**src/rtl/pos_search_if.sv**
```systemverilog
// Request/result bundle for pos_search_pipe: request channel, result channel
// and the saturating hit/miss statistics.
interface pos_search_if #(
  parameter int W     = 32,
  parameter int TAG_W = 4,
  parameter int CNT_W = 16
);
  localparam int LW = $clog2(W);

  logic             in_vld_i;
  logic             in_rdy_o;
  logic [W-1:0]     x_i;
  logic [LW-1:0]    pos_i;
  logic [1:0]       mode_i;
  logic             clr_i;
  logic [TAG_W-1:0] tag_i;

  logic             out_vld_o;
  logic             out_rdy_i;
  logic             any_o;
  logic [W-1:0]     y_o;
  logic [LW-1:0]    y_enc_o;
  logic [W-1:0]     rem_o;
  logic [TAG_W-1:0] tag_o;
  logic [CNT_W-1:0] hit_cnt_o;
  logic [CNT_W-1:0] miss_cnt_o;

  // master: request source / result sink
  modport master (
    output in_vld_i, x_i, pos_i, mode_i, clr_i, tag_i, out_rdy_i,
    input  in_rdy_o, out_vld_o, any_o, y_o, y_enc_o, rem_o, tag_o,
           hit_cnt_o, miss_cnt_o
  );

  modport slave (
    input  in_vld_i, x_i, pos_i, mode_i, clr_i, tag_i, out_rdy_i,
    output in_rdy_o, out_vld_o, any_o, y_o, y_enc_o, rem_o, tag_o,
           hit_cnt_o, miss_cnt_o
  );
endinterface

```
**src/rtl/pos_search_pipe.sv**
```systemverilog
// Two-stage find-first-set from a start position with wrap/no-wrap and
// ascending/descending order; S1 rotates+masks, S2 encodes and clears.
module pos_search_pipe #(
  parameter int W     = 32,
  parameter int TAG_W = 4,
  parameter int CNT_W = 16
) (
  input  logic        clk,
  input  logic        rst,
  pos_search_if.slave bus
);
  localparam int LW = $clog2(W);
  typedef logic [LW-1:0] idx_t;

  logic             s2_adv, in_rdy, in_acc, out_hs, s2_load;

  logic             s1_vld_q, s1_vld_d;
  logic [W-1:0]     s1_x_q, s1_x_d;
  logic [W-1:0]     s1_rot_q, s1_rot_d;
  idx_t             s1_pos_q, s1_pos_d;
  logic             s1_desc_q, s1_desc_d;
  logic             s1_clr_q, s1_clr_d;
  logic [TAG_W-1:0] s1_tag_q, s1_tag_d;

  logic             s2_vld_q, s2_vld_d;
  logic             any_q, any_d;
  logic [W-1:0]     y_q, y_d;
  idx_t             enc_q, enc_d;
  logic [W-1:0]     rem_q, rem_d;
  logic [TAG_W-1:0] tag_q, tag_d;

  logic [CNT_W-1:0] hit_q, hit_d, miss_q, miss_d;

  idx_t             src, k;
  logic             keep;

  always_comb begin
    s2_adv  = ~s2_vld_q | bus.out_rdy_i;
    in_rdy  = ~s1_vld_q | s2_adv;
    in_acc  = bus.in_vld_i & in_rdy;
    out_hs  = s2_vld_q & bus.out_rdy_i;
    s2_load = s2_adv & s1_vld_q;
  end

  // Rotate so the search always runs from bit 0 upward; no-wrap modes mask
  // off the positions that would have wrapped past the end.
  always_comb begin
    s1_rot_d = '0;
    src      = '0;
    keep     = 1'b0;
    for (int i = 0; i < W; i++) begin
      if (bus.mode_i[1]) src = bus.pos_i - idx_t'(i);
      else               src = bus.pos_i + idx_t'(i);
      if (!bus.mode_i[0])     keep = 1'b1;
      else if (bus.mode_i[1]) keep = (i <= int'(bus.pos_i));
      else                    keep = ((i + int'(bus.pos_i)) < W);
      s1_rot_d[i] = bus.x_i[src] & keep;
    end
    if (!in_acc) s1_rot_d = s1_rot_q;
  end

  always_comb begin
    s1_vld_d  = in_rdy ? bus.in_vld_i : s1_vld_q;
    s1_x_d    = in_acc ? bus.x_i       : s1_x_q;
    s1_pos_d  = in_acc ? bus.pos_i     : s1_pos_q;
    s1_desc_d = in_acc ? bus.mode_i[1] : s1_desc_q;
    s1_clr_d  = in_acc ? bus.clr_i     : s1_clr_q;
    s1_tag_d  = in_acc ? bus.tag_i     : s1_tag_q;
  end

  // Lowest set bit of the rotated vector is the offset from pos.
  always_comb begin
    k = '0;
    for (int i = W - 1; i >= 0; i--)
      if (s1_rot_q[i]) k = idx_t'(i);
    s2_vld_d = s2_adv ? s1_vld_q : s2_vld_q;
    any_d    = any_q;
    y_d      = y_q;
    enc_d    = enc_q;
    rem_d    = rem_q;
    tag_d    = tag_q;
    if (s2_load) begin
      any_d = |s1_rot_q;
      enc_d = '0;
      if (any_d) enc_d = s1_desc_q ? (s1_pos_q - k) : (s1_pos_q + k);
      y_d   = any_d ? ({{(W-1){1'b0}}, 1'b1} << enc_d) : '0;
      rem_d = s1_clr_q ? (s1_x_q & ~y_d) : s1_x_q;
      tag_d = s1_tag_q;
    end
  end

  always_comb begin
    hit_d  = hit_q;
    miss_d = miss_q;
    if (out_hs && any_q && !(&hit_q))   hit_d  = hit_q + CNT_W'(1);
    if (out_hs && !any_q && !(&miss_q)) miss_d = miss_q + CNT_W'(1);
  end

  always_ff @(posedge clk) begin
    if (rst) begin
      s1_vld_q <= 1'b0;
      s2_vld_q <= 1'b0;
      hit_q    <= '0;
      miss_q   <= '0;
    end else begin
      s1_vld_q <= s1_vld_d;
      s2_vld_q <= s2_vld_d;
      hit_q    <= hit_d;
      miss_q   <= miss_d;
    end
  end

  // Payload flops are qualified by the valids and carry no reset.
  always_ff @(posedge clk) begin
    s1_x_q    <= s1_x_d;
    s1_rot_q  <= s1_rot_d;
    s1_pos_q  <= s1_pos_d;
    s1_desc_q <= s1_desc_d;
    s1_clr_q  <= s1_clr_d;
    s1_tag_q  <= s1_tag_d;
    any_q     <= any_d;
    y_q       <= y_d;
    enc_q     <= enc_d;
    rem_q     <= rem_d;
    tag_q     <= tag_d;
  end

  assign bus.in_rdy_o   = in_rdy;
  assign bus.out_vld_o  = s2_vld_q;
  assign bus.any_o      = any_q;
  assign bus.y_o        = y_q;
  assign bus.y_enc_o    = enc_q;
  assign bus.rem_o      = rem_q;
  assign bus.tag_o      = tag_q;
  assign bus.hit_cnt_o  = hit_q;
  assign bus.miss_cnt_o = miss_q;
endmodule

```
**src/flat_wrapper.sv**
```systemverilog
// flat-port wrapper written by rule: the top's interface ports become plain ports
module pos_search_pipe_flat 
#(
  parameter int W     = 32,
  parameter int TAG_W = 4,
  parameter int CNT_W = 16
)
  (clk, rst, bus_in_vld_i, bus_x_i, bus_pos_i, bus_mode_i, bus_clr_i, bus_tag_i, bus_out_rdy_i, bus_in_rdy_o, bus_out_vld_o, bus_any_o, bus_y_o, bus_y_enc_o, bus_rem_o, bus_tag_o, bus_hit_cnt_o, bus_miss_cnt_o);
  pos_search_if #(.W(W), .TAG_W(TAG_W), .CNT_W(CNT_W)) bus_i ();
  input  logic clk;
  input  logic rst;
  input wire logic [$bits(bus_i.in_vld_i)-1:0] bus_in_vld_i;
  input wire logic [$bits(bus_i.x_i)-1:0] bus_x_i;
  input wire logic [$bits(bus_i.pos_i)-1:0] bus_pos_i;
  input wire logic [$bits(bus_i.mode_i)-1:0] bus_mode_i;
  input wire logic [$bits(bus_i.clr_i)-1:0] bus_clr_i;
  input wire logic [$bits(bus_i.tag_i)-1:0] bus_tag_i;
  input wire logic [$bits(bus_i.out_rdy_i)-1:0] bus_out_rdy_i;
  output wire logic [$bits(bus_i.in_rdy_o)-1:0] bus_in_rdy_o;
  output wire logic [$bits(bus_i.out_vld_o)-1:0] bus_out_vld_o;
  output wire logic [$bits(bus_i.any_o)-1:0] bus_any_o;
  output wire logic [$bits(bus_i.y_o)-1:0] bus_y_o;
  output wire logic [$bits(bus_i.y_enc_o)-1:0] bus_y_enc_o;
  output wire logic [$bits(bus_i.rem_o)-1:0] bus_rem_o;
  output wire logic [$bits(bus_i.tag_o)-1:0] bus_tag_o;
  output wire logic [$bits(bus_i.hit_cnt_o)-1:0] bus_hit_cnt_o;
  output wire logic [$bits(bus_i.miss_cnt_o)-1:0] bus_miss_cnt_o;
  assign bus_i.in_vld_i = bus_in_vld_i;
  assign bus_i.x_i = bus_x_i;
  assign bus_i.pos_i = bus_pos_i;
  assign bus_i.mode_i = bus_mode_i;
  assign bus_i.clr_i = bus_clr_i;
  assign bus_i.tag_i = bus_tag_i;
  assign bus_i.out_rdy_i = bus_out_rdy_i;
  assign bus_in_rdy_o = bus_i.in_rdy_o;
  assign bus_out_vld_o = bus_i.out_vld_o;
  assign bus_any_o = bus_i.any_o;
  assign bus_y_o = bus_i.y_o;
  assign bus_y_enc_o = bus_i.y_enc_o;
  assign bus_rem_o = bus_i.rem_o;
  assign bus_tag_o = bus_i.tag_o;
  assign bus_hit_cnt_o = bus_i.hit_cnt_o;
  assign bus_miss_cnt_o = bus_i.miss_cnt_o;
  pos_search_pipe #(.W(W), .TAG_W(TAG_W), .CNT_W(CNT_W)) u_core (.clk(clk), .rst(rst), .bus(bus_i));
endmodule
```
**config.mk**
```make
export PLATFORM = sky130hd
export DESIGN_NAME = pos_search_pipe_flat
export DESIGN_NICKNAME = d
export VERILOG_FILES = /design/src/rtl/pos_search_if.sv /design/src/rtl/pos_search_pipe.sv /design/src/flat_wrapper.sv
export SDC_FILE = /design/constraint.sdc
export NUM_CORES = 1
export LEC_CHECK = 0
export ABC_CLOCK_PERIOD_IN_PS = 4650
export CAP_MARGIN = 20
export CELL_PAD_IN_SITES_DETAIL_PLACEMENT = 1
export CELL_PAD_IN_SITES_GLOBAL_PLACEMENT = 1
export CORE_MARGIN = 2
export CORE_UTILIZATION = 40
export DETAILED_ROUTE_END_ITERATION = 10
export PLACE_DENSITY_LB_ADDON = 0.1
export SLEW_MARGIN = 20
export SYNTH_ARGS = -nofsm -noshare
export SYNTH_HDL_FRONTEND = slang
export SYNTH_SLANG_ARGS = --single-unit
```
**constraint.sdc**
```tcl
create_clock -name clk -period 4.65 [get_ports clk]
set_input_delay 0.93 -clock clk [delete_from_list [all_inputs] [get_ports clk]]
set_output_delay 0.93 -clock clk [all_outputs]
set_load 0.03 [all_outputs]
```
==> metrics.csv <==
metric,value,unit
Sequential Power Share,41.0,%
Max IR drop VDD,0.3152,mV
CTS Root Cell,clkbuf_16,
CP Data Required Time,4810,ps
starting density of the core,40.98,%
final setup violation count,0,
worst min path class,reg2reg,
core footprint,0.02710,mm²
GR Overflow Total,0,
std cell rows,60,
die width,170.6,µm
P per Cell Area,364.1,mW/mm²
largest net degree at the start of global routing,75,
"commonest non-fill, non-tap cell in the layout",clkdlybuf4s50_1,
Sw Share,35.45,%
CTS sink cnt,183,
detailed placement HPWL,25820,µm
Post-Syn Nets,1101,
residual DRC count,0,
wire length of the first global-routing pass,52610,µm
"Reg clk slew, reported paths",80,ps
CP Max Fanout,33,
Synth Register Bits,183,
crit share post-route,90.33,%
Clock power frac,29.6,%
maxcap violations,0,
minimum clock period,4200,ps
Final nets,1238,
"area leader, netlist",edfxtp_1,
critical path class,reg2reg,
"top cells by area, synth","edfxtp_1 40%, mux2i_1 9.6%, dfxtp_1 6.1%",
unrepaired setup endpoints after global routing,no,
die area,0.02911,mm²
crit-path cells,"nor4_1, o31a_1, o211ai_1, a31oi_1, ha_1, nor2_1, a21oi_1, fa_1, nand2b_1, a21oi_1, xor2_1, xnor2_1, xor2_2, buf_4, a21boi_0",
Avg WL per Cell,22.34,µm
post-synth top area share,40.29,%
pre-CTS WS,391.1,ps
initial antenna violation count,0,
"EDFF count, synth",149,
Cells after DPL,1513,
CTS tree,done,
P_sw,1.752,mW
cell area after synthesis,0.01111,mm²
Ant. Diodes,0,
Worst Tran Pin Value,1016,ps
gr usage total,23.93,%
die extent in y,170.6,µm
Syn. warnings,0,
end of the worst hold path,u_core.bus.tag_o[3]$_DFFE_PP_,
DR iter-0 viols,747,
Post-Syn Area per Cell,10.86,µm²
io pins,156,
ys flop type,edfxtp_1,
CTS resizes,0,
DRT antenna net count,0,
Comb pwr share,29.4,%
reg-to-reg endpoint,u_core.bus.rem_o[10]$_DFFE_PP_,
depth of the CTS H-tree,4,
critical path data arrival time,4360,ps
Final Hold Violating Endpoints,0,
status,"complete, no violations",
R2R setup slack,450,ps
FF-to-FF path depth,15,
final worst slack,449.6,ps
Final Core Density,50.08,%
routed wire length,34520,µm
ys async rst share,0,%
Num CTS Buffers,17,
postcts setup bufs,0,
worst skew pair latency,440,ps
Finished Layout Cells,1545,
Syn Inst Count,1023,
fmax,238.1,MHz
Vias,8687,
Vias per Instance,5.623,
hold_buf cts,0,
Power Internal,3.189,mW
crit path from,u_core.s1_rot_q[23]$_DFFE_PP_,
most frequent cells in the layout,"152 x clkdlybuf4s50_1, 149 x edfxtp_1, 106 x mux2i_1",
"most used cell, CP",a21oi_1,
share of cells above drive strength 1,8.355,%
critical path's largest stage delay,550,ps
worst rel slew slack,31.76,%
critical path startpoint category,register,
1st-pass router iterations,5,
hold path depth,0,
sequential-to-total area share from yosys stat,46.42,%
Final GP Congestion,0.8699,
critical path endpoint category,register,
"Slowest-stage cell, CP",edfxtp_1,
vias in the first global route,8763,
Netlist cell types,62,
Leak,4.939,nW
PortBufs,155,
Slew Limit Fails,0,
deepest clock path buffer count,2,
Syn-to-layout area delta,22.21,%
hold_sp,u_core.s1_tag_q[3]$_DFFE_PP_,
Final Skew,16.49,ps
reg2reg start,u_core.s1_rot_q[23]$_DFFE_PP_,
setup TNS,0,ps
Final Power,4.941,mW
## per-stage QoR
| stage | hold WS [ps] | cell area [µm²] |
|---|---|---|
| 3_5_place_dp | 405.7 | 12970 |
| 6_report | 414.1 | 13570 |
| 2_1_floorplan | 400.3 | 11110 |
| 3_3_place_gp | 400.7 | 12970 |
| 5_1_grt | 424.9 | 13570 |
| 4_1_cts | 417.8 | 13570 |
## kinds of logic after synthesis
logic type / Yosys count / share of synthesized area [%]
AO/OA/AOI/OAI: 180 / 10.39
adder cells (fa/ha/maj): 30 / 3.448
buffers and inverters: 108 / 4.608
multiplexers: 139 / 16.31
AND/OR/NAND/NOR: 323 / 13.76
XOR/XNOR: 60 / 5.070
flip-flops: 183 / 46.42
## Yosys cell counts, types with 3 or more instances
| cell | number |
|---|---|
| buf_1 | 5 |
| nand3_1 | 31 |
| ha_1 | 29 |
| xnor2_1 | 44 |
| mux4_1 | 5 |
| clkbuf_8 | 6 |
| nand2b_1 | 9 |
| and4_1 | 5 |
| o211ai_1 | 6 |
| nor4_1 | 17 |
| a21boi_0 | 15 |
| mux2i_1 | 106 |
| buf_4 | 3 |
| a21o_1 | 4 |
| o31ai_1 | 3 |
| xor2_1 | 14 |
| o21a_1 | 3 |
| a211oi_1 | 4 |
| a21boi_1 | 4 |
| a21oi_1 | 53 |
| and2_1 | 6 |
| a311oi_1 | 3 |
| nand2_1 | 82 |
| a31oi_1 | 25 |
| nor2_1 | 84 |
| mux4_2 | 27 |
| or3_1 | 8 |
| nor2b_1 | 14 |
| a221oi_1 | 6 |
| clkbuf_1 | 29 |
| buf_2 | 15 |
| inv_1 | 45 |
| dfxtp_1 | 34 |
| edfxtp_1 | 149 |
| and3_1 | 5 |
| nand4_1 | 8 |
| nor3_1 | 47 |
| o21ai_0 | 36 |
## power by group through the flow
stage / registers [mW] / logic [mW] / clock network (mW)
finish: 2.03 / 1.45 / 1.46
global route: 2.04 / 1.57 / 1.55
CTS: 2.03 / 1.45 / 1.49
detailed placement: 2.06 / 1.45 / 0
global placement: 2.06 / 1.42 / 0
floorplan: 2.12 / 0.883 / 0
## worst max-delay path, delay by kind of cell, from the launching register on
family | cells | cell delay (ps)
AND/OR/NAND/NOR | 3 | 520
adder cells (fa/ha/maj) | 2 | 730
XOR/XNOR | 3 | 680
AO/OA/AOI/OAI | 6 | 1050
flip-flops | 1 | 550
buffers and inverters | 1 | 360
## routing by layer
| layer | up-vias | global-route usage [%] | routed length, µm |
|---|---|---|---|
| li1 | 4066 | - | - |
| met1 | 4312 | 32.27 | 15360 |
| met2 | 262 | 40.22 | 16640 |
| met3 | 47 | 2.406 | 1560 |
| met4 | 0 | 8.436 | 960 |
| met5 | - | 0 | 0 |
## area by class of cell
class                   count  area (µm²)
inverters                  49       183.9
clock buffers              17       425.4
multi-input cells         732        5463
flip-flops and latches    183        5155
repair buffers            177        1702
well taps                 372       465.4
fillers                  2939       13530
clock inverters            15       177.7
## sequential cells by signal (all words and copies together), names as in the netlist
signal                 count
u_core.s1_rot_q           32
u_core.bus.hit_cnt_o      16
u_core.bus.y_enc_o         5
u_core.s1_x_q             32
u_core.bus.rem_o          32
u_core.bus.miss_cnt_o     16
u_core.s1_clr_q            1
u_core.bus.tag_o           4
u_core.s1_pos_q            5
u_core.s1_vld_q            1
u_core.bus.any_o           1
u_core.s1_desc_q           1
u_core.bus.out_vld_o       1
u_core.s1_tag_q            4
u_core.bus.y_o            32
## how the worst max path moves through the flow
stage / endpoint / cells after the start
6_report: u_core.bus.rem_o[10]$_DFFE_PP_ / 15
5_1_grt: u_core.bus.rem_o[10]$_DFFE_PP_ / 15
4_1_cts: u_core.bus.rem_o[10]$_DFFE_PP_ / 15
3_5_place_dp: u_core.bus.rem_o[10]$_DFFE_PP_ / 15
3_3_place_gp: u_core.bus.rem_o[9]$_DFFE_PP_ / 15
2_1_floorplan: u_core.s1_rot_q[27]$_DFFE_PP_ / 12
Power figures use the tool's default switching activity.
==> RTL change 1, RTL diff (same flow settings) <==
`TAG_W` is set to 4 in 3 places; all go to 3.
--- a/src/rtl/pos_search_if.sv
+++ b/src/rtl/pos_search_if.sv
@@ -2,7 +2,7 @@
 // and the saturating hit/miss statistics.
 interface pos_search_if #(
   parameter int W     = 32,
-  parameter int TAG_W = 4,
+  parameter int TAG_W = 3,
   parameter int CNT_W = 16
 );
   localparam int LW = $clog2(W);
--- a/src/rtl/pos_search_pipe.sv
+++ b/src/rtl/pos_search_pipe.sv
@@ -2,7 +2,7 @@
 // ascending/descending order; S1 rotates+masks, S2 encodes and clears.
 module pos_search_pipe #(
   parameter int W     = 32,
-  parameter int TAG_W = 4,
+  parameter int TAG_W = 3,
   parameter int CNT_W = 16
 ) (
   input  logic        clk,
--- a/src/flat_wrapper.sv
+++ b/src/flat_wrapper.sv
@@ -2,7 +2,7 @@
 module pos_search_pipe_flat 
 #(
   parameter int W     = 32,
-  parameter int TAG_W = 4,
+  parameter int TAG_W = 3,
   parameter int CNT_W = 16
 )
   (clk, rst, bus_in_vld_i, bus_x_i, bus_pos_i, bus_mode_i, bus_clr_i, bus_tag_i, bus_out_rdy_i, bus_in_rdy_o, bus_out_vld_o, bus_any_o, bus_y_o, bus_y_enc_o, bus_rem_o, bus_tag_o, bus_hit_cnt_o, bus_miss_cnt_o);
Ports: changed (resized bus_tag_i and bus_tag_o); port bits go from 156 to 154. No check against the original RTL was run, so the function may have changed too.
==> RTL change 1 against the original RTL <==
  * Power decreased by 0.66%
  * Hold slack better by 13 ps
  * Critical endpoint is now u_core.bus.y_o[17]
  * Highest routed layer unchanged
  * Critical path type unchanged
  * Synthesized area fell by 3.2%
  * Clock skew up 2.8 ps
  * Worst setup slack worse by 170 ps
  * Sequential power decreased by 2%
  * Critical path depth decreased by 1
  * Routed wire length fell by 8.2%
  * Maximum frequency down 3.9%
  * Largest power group unchanged
  * Final area is 1.2% lower
  * Non-clock buffer count is 6 higher
  * Sequential cell count fell by 2
  * First-iteration DRC count is 23% lower
==> RTL change 1: results (changes against the original RTL) <==
metric,value,unit,change
clock-root-buffer,sky130_fd_sc_hd__clkbuf_16,,
clk_transition_reported_paths,80,ps,about the same
ys_top_cells_by_area,"sky130_fd_sc_hd__edfxtp_1, sky130_fd_sc_hd__mux2i_1, sky130_fd_sc_hd__dfxtp_1",,
highest_layer,met4,,
gp_congestion,0.8497,,-2.3%
cts-buffers-inserted,17,,unchanged
ys_warn_count,0,,unchanged
share_of_async_settable_or_async_resettable_flops_after_synthesis,0,%,unchanged
vias,8558,,-1.5%
antenna_found_initial,0,,unchanged
finalCoreUtilization,50.32,%,+0.24 points
clk_path_buf_depth,2,,unchanged
drt_first_iter_violations,574,,-23%
hpwlAfterDp,23870,um,-7.5%
final.fill_count,2867,,-2.4%
worst_path_max_delay_cell,sky130_fd_sc_hd__or4_1,,
critPathMaxStageDelay,550,ps,about the same
static-leakage-power,4.946,nW,+0.13%
syn_nets,1070,,-2.8%
routedLengthMet1,13860,um,-9.8%
post_synth_most_frequent_cells,"sky130_fd_sc_hd__edfxtp_1, sky130_fd_sc_hd__mux2i_1, sky130_fd_sc_hd__nor2_1",,
grt_max_degree,74,,-1.3%
wl_met2,15730,um,-5.5%
grtUsageTotal,22.65,%,-1.3 points
synth-seq-area-share,47.37,%,+0.95 points
worst_ir_drop_vdd,0.0001886,V,-40%
synth.distinct_cells,61,,-1.6%
avgRoutedWirePerCell,21.10,um,-5.6%
largest_fanout_on_the_critical_path,11,,-67%
status,"complete, no violations",,
antenna_cell_count,0,,unchanged
number_of_nets_in_the_finished_design,1225,,-1.1%
cts_setup_buffers,0,,unchanged
grt_first_pass_wirelength,49370,um,-6.2%
proportion_of_total_power_due_to_net_switching,35.20,%,-0.25 points
placedInstanceArea,0.01274,mm^2,-1.7%
io_buffer_count,153,,-1.3%
htree_levels,4,,unchanged
synthFlopType,sky130_fd_sc_hd__edfxtp_1,,
met3RoutedLength,1248,um,-20%
worstSkewPairLatency,450,ps,
worst_clock_skew,19.27,ps,+2.778 ps
cpLargestDelayFamily,simple AND/OR/NAND/NOR gates,,
critPathArrivalTime,4570,ps,+210 ps
worst_pin_slew,997.0,ps,-19.35 ps
post_route_cells_drive_above_1_share,8.355,%,about the same
synth-edff-count,147,,-1.3%
RTL change 1: cell types whose count changed after synthesis, moves of 7 or more:
| cell | unedited run | this run |
|---|---|---|
| sky130_fd_sc_hd__nand3_1 | 31 | 38 |
| sky130_fd_sc_hd__o21ai_0 | 36 | 44 |
| sky130_fd_sc_hd__a21oi_1 | 53 | 64 |
| sky130_fd_sc_hd__a31oi_1 | 25 | 9 |
| sky130_fd_sc_hd__and3_1 | 5 | 12 |
| sky130_fd_sc_hd__xor2_1 | 14 | 22 |
| sky130_fd_sc_hd__nor3_1 | 47 | 10 |
| sky130_fd_sc_hd__inv_1 | 45 | 21 |
| sky130_fd_sc_hd__a21boi_0 | 15 | 36 |
| sky130_fd_sc_hd__mux4_2 | 27 | 20 |
| sky130_fd_sc_hd__xnor2_1 | 44 | 31 |
RTL change 1: layer usage:
layer  GRT usage (%)  vias up
met5               0        -
met4           8.318        0
met3           3.526       47
met2           38.29      204
met1           29.53     4255
li1                -     4052
RTL change 1: cell families (layout without fill, tap and decap cells):
group,Yosys count,count (layout),share of synthesized area [%]
flip-flops,181,181,47.37
multiplexers,133,133,15.33
AND/OR/NAND/NOR,312,312,13.90
adder cells (fa/ha/maj),30,30,3.560
buffers and inverters,71,239,2.687
XOR/XNOR,55,55,4.618
AO/OA/AOI/OAI,211,211,12.53
RTL change 1: cell type report:
class,count,share of cell area (%)
clock buffers,17,3.172
clock inverters,15,1.465
inverters,24,0.6718
multi-input cells,741,40.34
flip-flops and latches,181,37.99
well taps,341,3.182
repair buffers,183,13.17
RTL change 1: final timing paths:
path              cells past startpoint                  end  slack (ps)                 from
setup / recovery                     14   u_core.bus.y_o[17]         280  u_core.s1_rot_q[26]
hold / removal                        0  u_core.bus.tag_o[0]         430   u_core.s1_tag_q[0]
setup reg to reg                     14   u_core.bus.y_o[17]         280  u_core.s1_rot_q[26]
hold reg to reg                       0  u_core.bus.tag_o[0]         430   u_core.s1_tag_q[0]
RTL change 1: metrics by stage:
step,power [mW],instances,setup slack (ps),TNS [ps]
detailed placement,3.419,1469,149.4,0
global route,5.133,1502,-57.42,-481.5
CTS,4.925,1501,153.5,0
finish,4.908,1502,281.4,0
floorplan,2.888,993,665.5,0
global placement,3.389,1469,325.7,0
RTL change 1: power by group through the flow:
stage / sequential (mW) / combinational, mW / clock [mW]
finish: 1.99 / 1.42 / 1.50
global route: 2.00 / 1.54 / 1.59
detailed placement: 2.03 / 1.39 / 0
floorplan: 2.09 / 0.795 / 0
global placement: 2.02 / 1.37 / 0
CTS: 1.99 / 1.40 / 1.54
==> RTL change 2, RTL diff (config.mk and constraints unchanged) <==
Made on the original files. Make the reset (`rst`) asynchronous in one clocked block.
--- a/src/rtl/pos_search_pipe.sv
+++ b/src/rtl/pos_search_pipe.sv
@@ -96,7 +96,7 @@
     if (out_hs && !any_q && !(&miss_q)) miss_d = miss_q + CNT_W'(1);
   end
 
-  always_ff @(posedge clk) begin
+  always_ff @(posedge clk or posedge rst) begin
     if (rst) begin
       s1_vld_q <= 1'b0;
       s2_vld_q <= 1'b0;
Check against the original RTL: not equivalent (a bounded check fails within 4 cycles, from zero or initial values and one cycle with rst high; the reset may be asserted at any time).
==> RTL change 2 against the original RTL <==
  * Routed wire length grew 1.3%
  * Global-route usage grew 0.44 points
  * Non-clock buffer count grew 13
  * Hold slack gained 10 ps
  * Sequential cell count is the same
  * Synthesized area grew 0.36%
  * Worst setup slack lost 280 ps
  * Power grew 12%
  * Final area grew 2.0%
  * Maximum frequency shrank 6.2%
==> RTL change 2: results (changes against the original RTL) <==
metric,value,unit,change
status,"complete, no violations",,
cts_setup_buffers,0,,unchanged
static-leakage-power,5.147,nW,+4.2%
grt_max_degree,47,,-37%
gp_congestion,0.9505,,+9.3%
number_of_global_route_vias_before_repair,8994,,+2.6%
synth-seq-area-share,47.78,%,+1.4 points
largest_fanout_on_the_critical_path,17,,-48%
number_of_nets_in_the_finished_design,1213,,-2.0%
clock-root-buffer,sky130_fd_sc_hd__clkbuf_16,,
drt-vias-per-instance,5.796,,+3.1%
clock_power_share,26.9,%,-2.7 points
netSwitchingPower,2.080,mW,+19%
syn_nets,1057,,-4.0%
number_of_instances_resized_during_post_cts_repair,0,,unchanged
proportion_of_total_power_due_to_net_switching,37.50,%,+2.0 points
share_of_async_settable_or_async_resettable_flops_after_synthesis,18.58,%,+19 points
post_synth.cell_area_avg,11.36,um^2,+4.7%
worst_ir_drop_vdd,0.0002494,V,-21%
drt_first_iter_violations,668,,-11%
worst_hold_slack,424.5,ps,+10.45 ps
worst_clock_skew,16.22,ps,-0.2775 ps
worst_pin_slew,1037,ps,+20.78 ps
power.combinational.total,1.93,mW,+33%
grt_first_pass_wirelength,53820,um,+2.3%
vias,8856,,+1.9%
post_route_cells_drive_above_1_share,11.74,%,+3.4 points
hpwlAfterDp,26390,um,+2.2%
critPathArrivalTime,4630,ps,+270 ps
ys_top_cells_by_area,"sky130_fd_sc_hd__edfxtp_1, sky130_fd_sc_hd__mux4_2, sky130_fd_sc_hd__dfrtp_1",,
antenna_cell_count,0,,unchanged
placedInstanceArea,0.01323,mm^2,+2.0%
wl,34960,um,+1.3%
grtUsageTotal,24.37,%,+0.44 points
place.detailed.instances,1496,,-1.1%
regToRegSetupSlack,170,ps,-280 ps
post_synth_most_frequent_cells,"sky130_fd_sc_hd__edfxtp_1, sky130_fd_sc_hd__nor2_1, sky130_fd_sc_hd__mux2i_1",,
synth.distinct_cells,63,,+1.6%
-- RTL change 2: cell count changes in the layout (fill, tap and decap cells not counted), moves of 17 or more --
cell / change
sky130_fd_sc_hd__dfxtp_1: -34
sky130_fd_sc_hd__o41ai_1: +32
sky130_fd_sc_hd__dfrtp_1: +34
sky130_fd_sc_hd__mux2i_1: -26
sky130_fd_sc_hd__a21oi_1: +25
sky130_fd_sc_hd__nor3_1: -31
sky130_fd_sc_hd__nand2_1: -17
sky130_fd_sc_hd__inv_1: -21
-- RTL change 2: stage by stage --
| step | setup slack, ps | setup TNS, ps |
|---|---|---|
| floorplan | 655.5 | 0 |
| global route | -190.7 | -5683 |
| CTS | 56.52 | 0 |
| global placement | 174.8 | 0 |
| detailed placement | 84.36 | 0 |
| finish | 170.4 | 0 |
-- RTL change 2: logic make-up after synthesis --
family                     synth area share [%]
muxes                                     15.96
AOI/OAI and AO/OA                         12.00
DFF                                       47.78
buffers and inverters                     2.874
and+or+nand+nor                           12.70
adders and majority gates                 3.211
xor gates and xnor gates                  5.478
-- RTL change 2: worst max-delay path: stages (launching register included) --
cell and delay, ps:
sky130_fd_sc_hd__edfxtp_1 430, sky130_fd_sc_hd__or4_1 560, sky130_fd_sc_hd__o2111a_1 270, sky130_fd_sc_hd__a21oi_1 250, sky130_fd_sc_hd__ha_1 280, sky130_fd_sc_hd__nor2_1 90
sky130_fd_sc_hd__a21oi_1 70, sky130_fd_sc_hd__fa_1 460, sky130_fd_sc_hd__nand2b_1 170, sky130_fd_sc_hd__a21oi_1 150, sky130_fd_sc_hd__xor2_1 370, sky130_fd_sc_hd__xnor2_1 240
sky130_fd_sc_hd__xnor2_2 700, sky130_fd_sc_hd__nor3_1 140
-- RTL change 2: worst paths after layout --
path                                          start                      end  cells past startpoint
worst min register to register   u_core.s1_tag_q[3]      u_core.bus.tag_o[3]                      0
worst max-delay path            u_core.s1_rot_q[14]       u_core.bus.y_o[28]                     13
min in group asynchronous                       rst  u_core.bus.hit_cnt_o[9]                      3
worst max register to register  u_core.s1_rot_q[14]       u_core.bus.y_o[28]                     13
worst min-delay path             u_core.s1_tag_q[3]      u_core.bus.tag_o[3]                      0
max in group asynchronous                       rst  u_core.bus.hit_cnt_o[1]                      3
-- RTL change 2: layout make-up --
class | instances | area (um^2)
multi-input cells | 718 | 5534
inverters | 27 | 101.3
clock inverters | 14 | 181.4
flip-flops and latches | 183 | 5325
fillers | 2968 | 13780
repair buffers | 190 | 1804
well taps | 378 | 473.0
clock buffers | 18 | 429.2
-- RTL change 2: metal layers --
layer / GRT usage, % / part of all wire (%) / vias up
met3: 4.094 / 5.4 / 36
met1: 31.83 / 43 / 4459
met2: 42.00 / 50 / 284
li1: - / - / 4077
met4: 6.522 / 2.0 / 0
met5: 0 / 0 / -
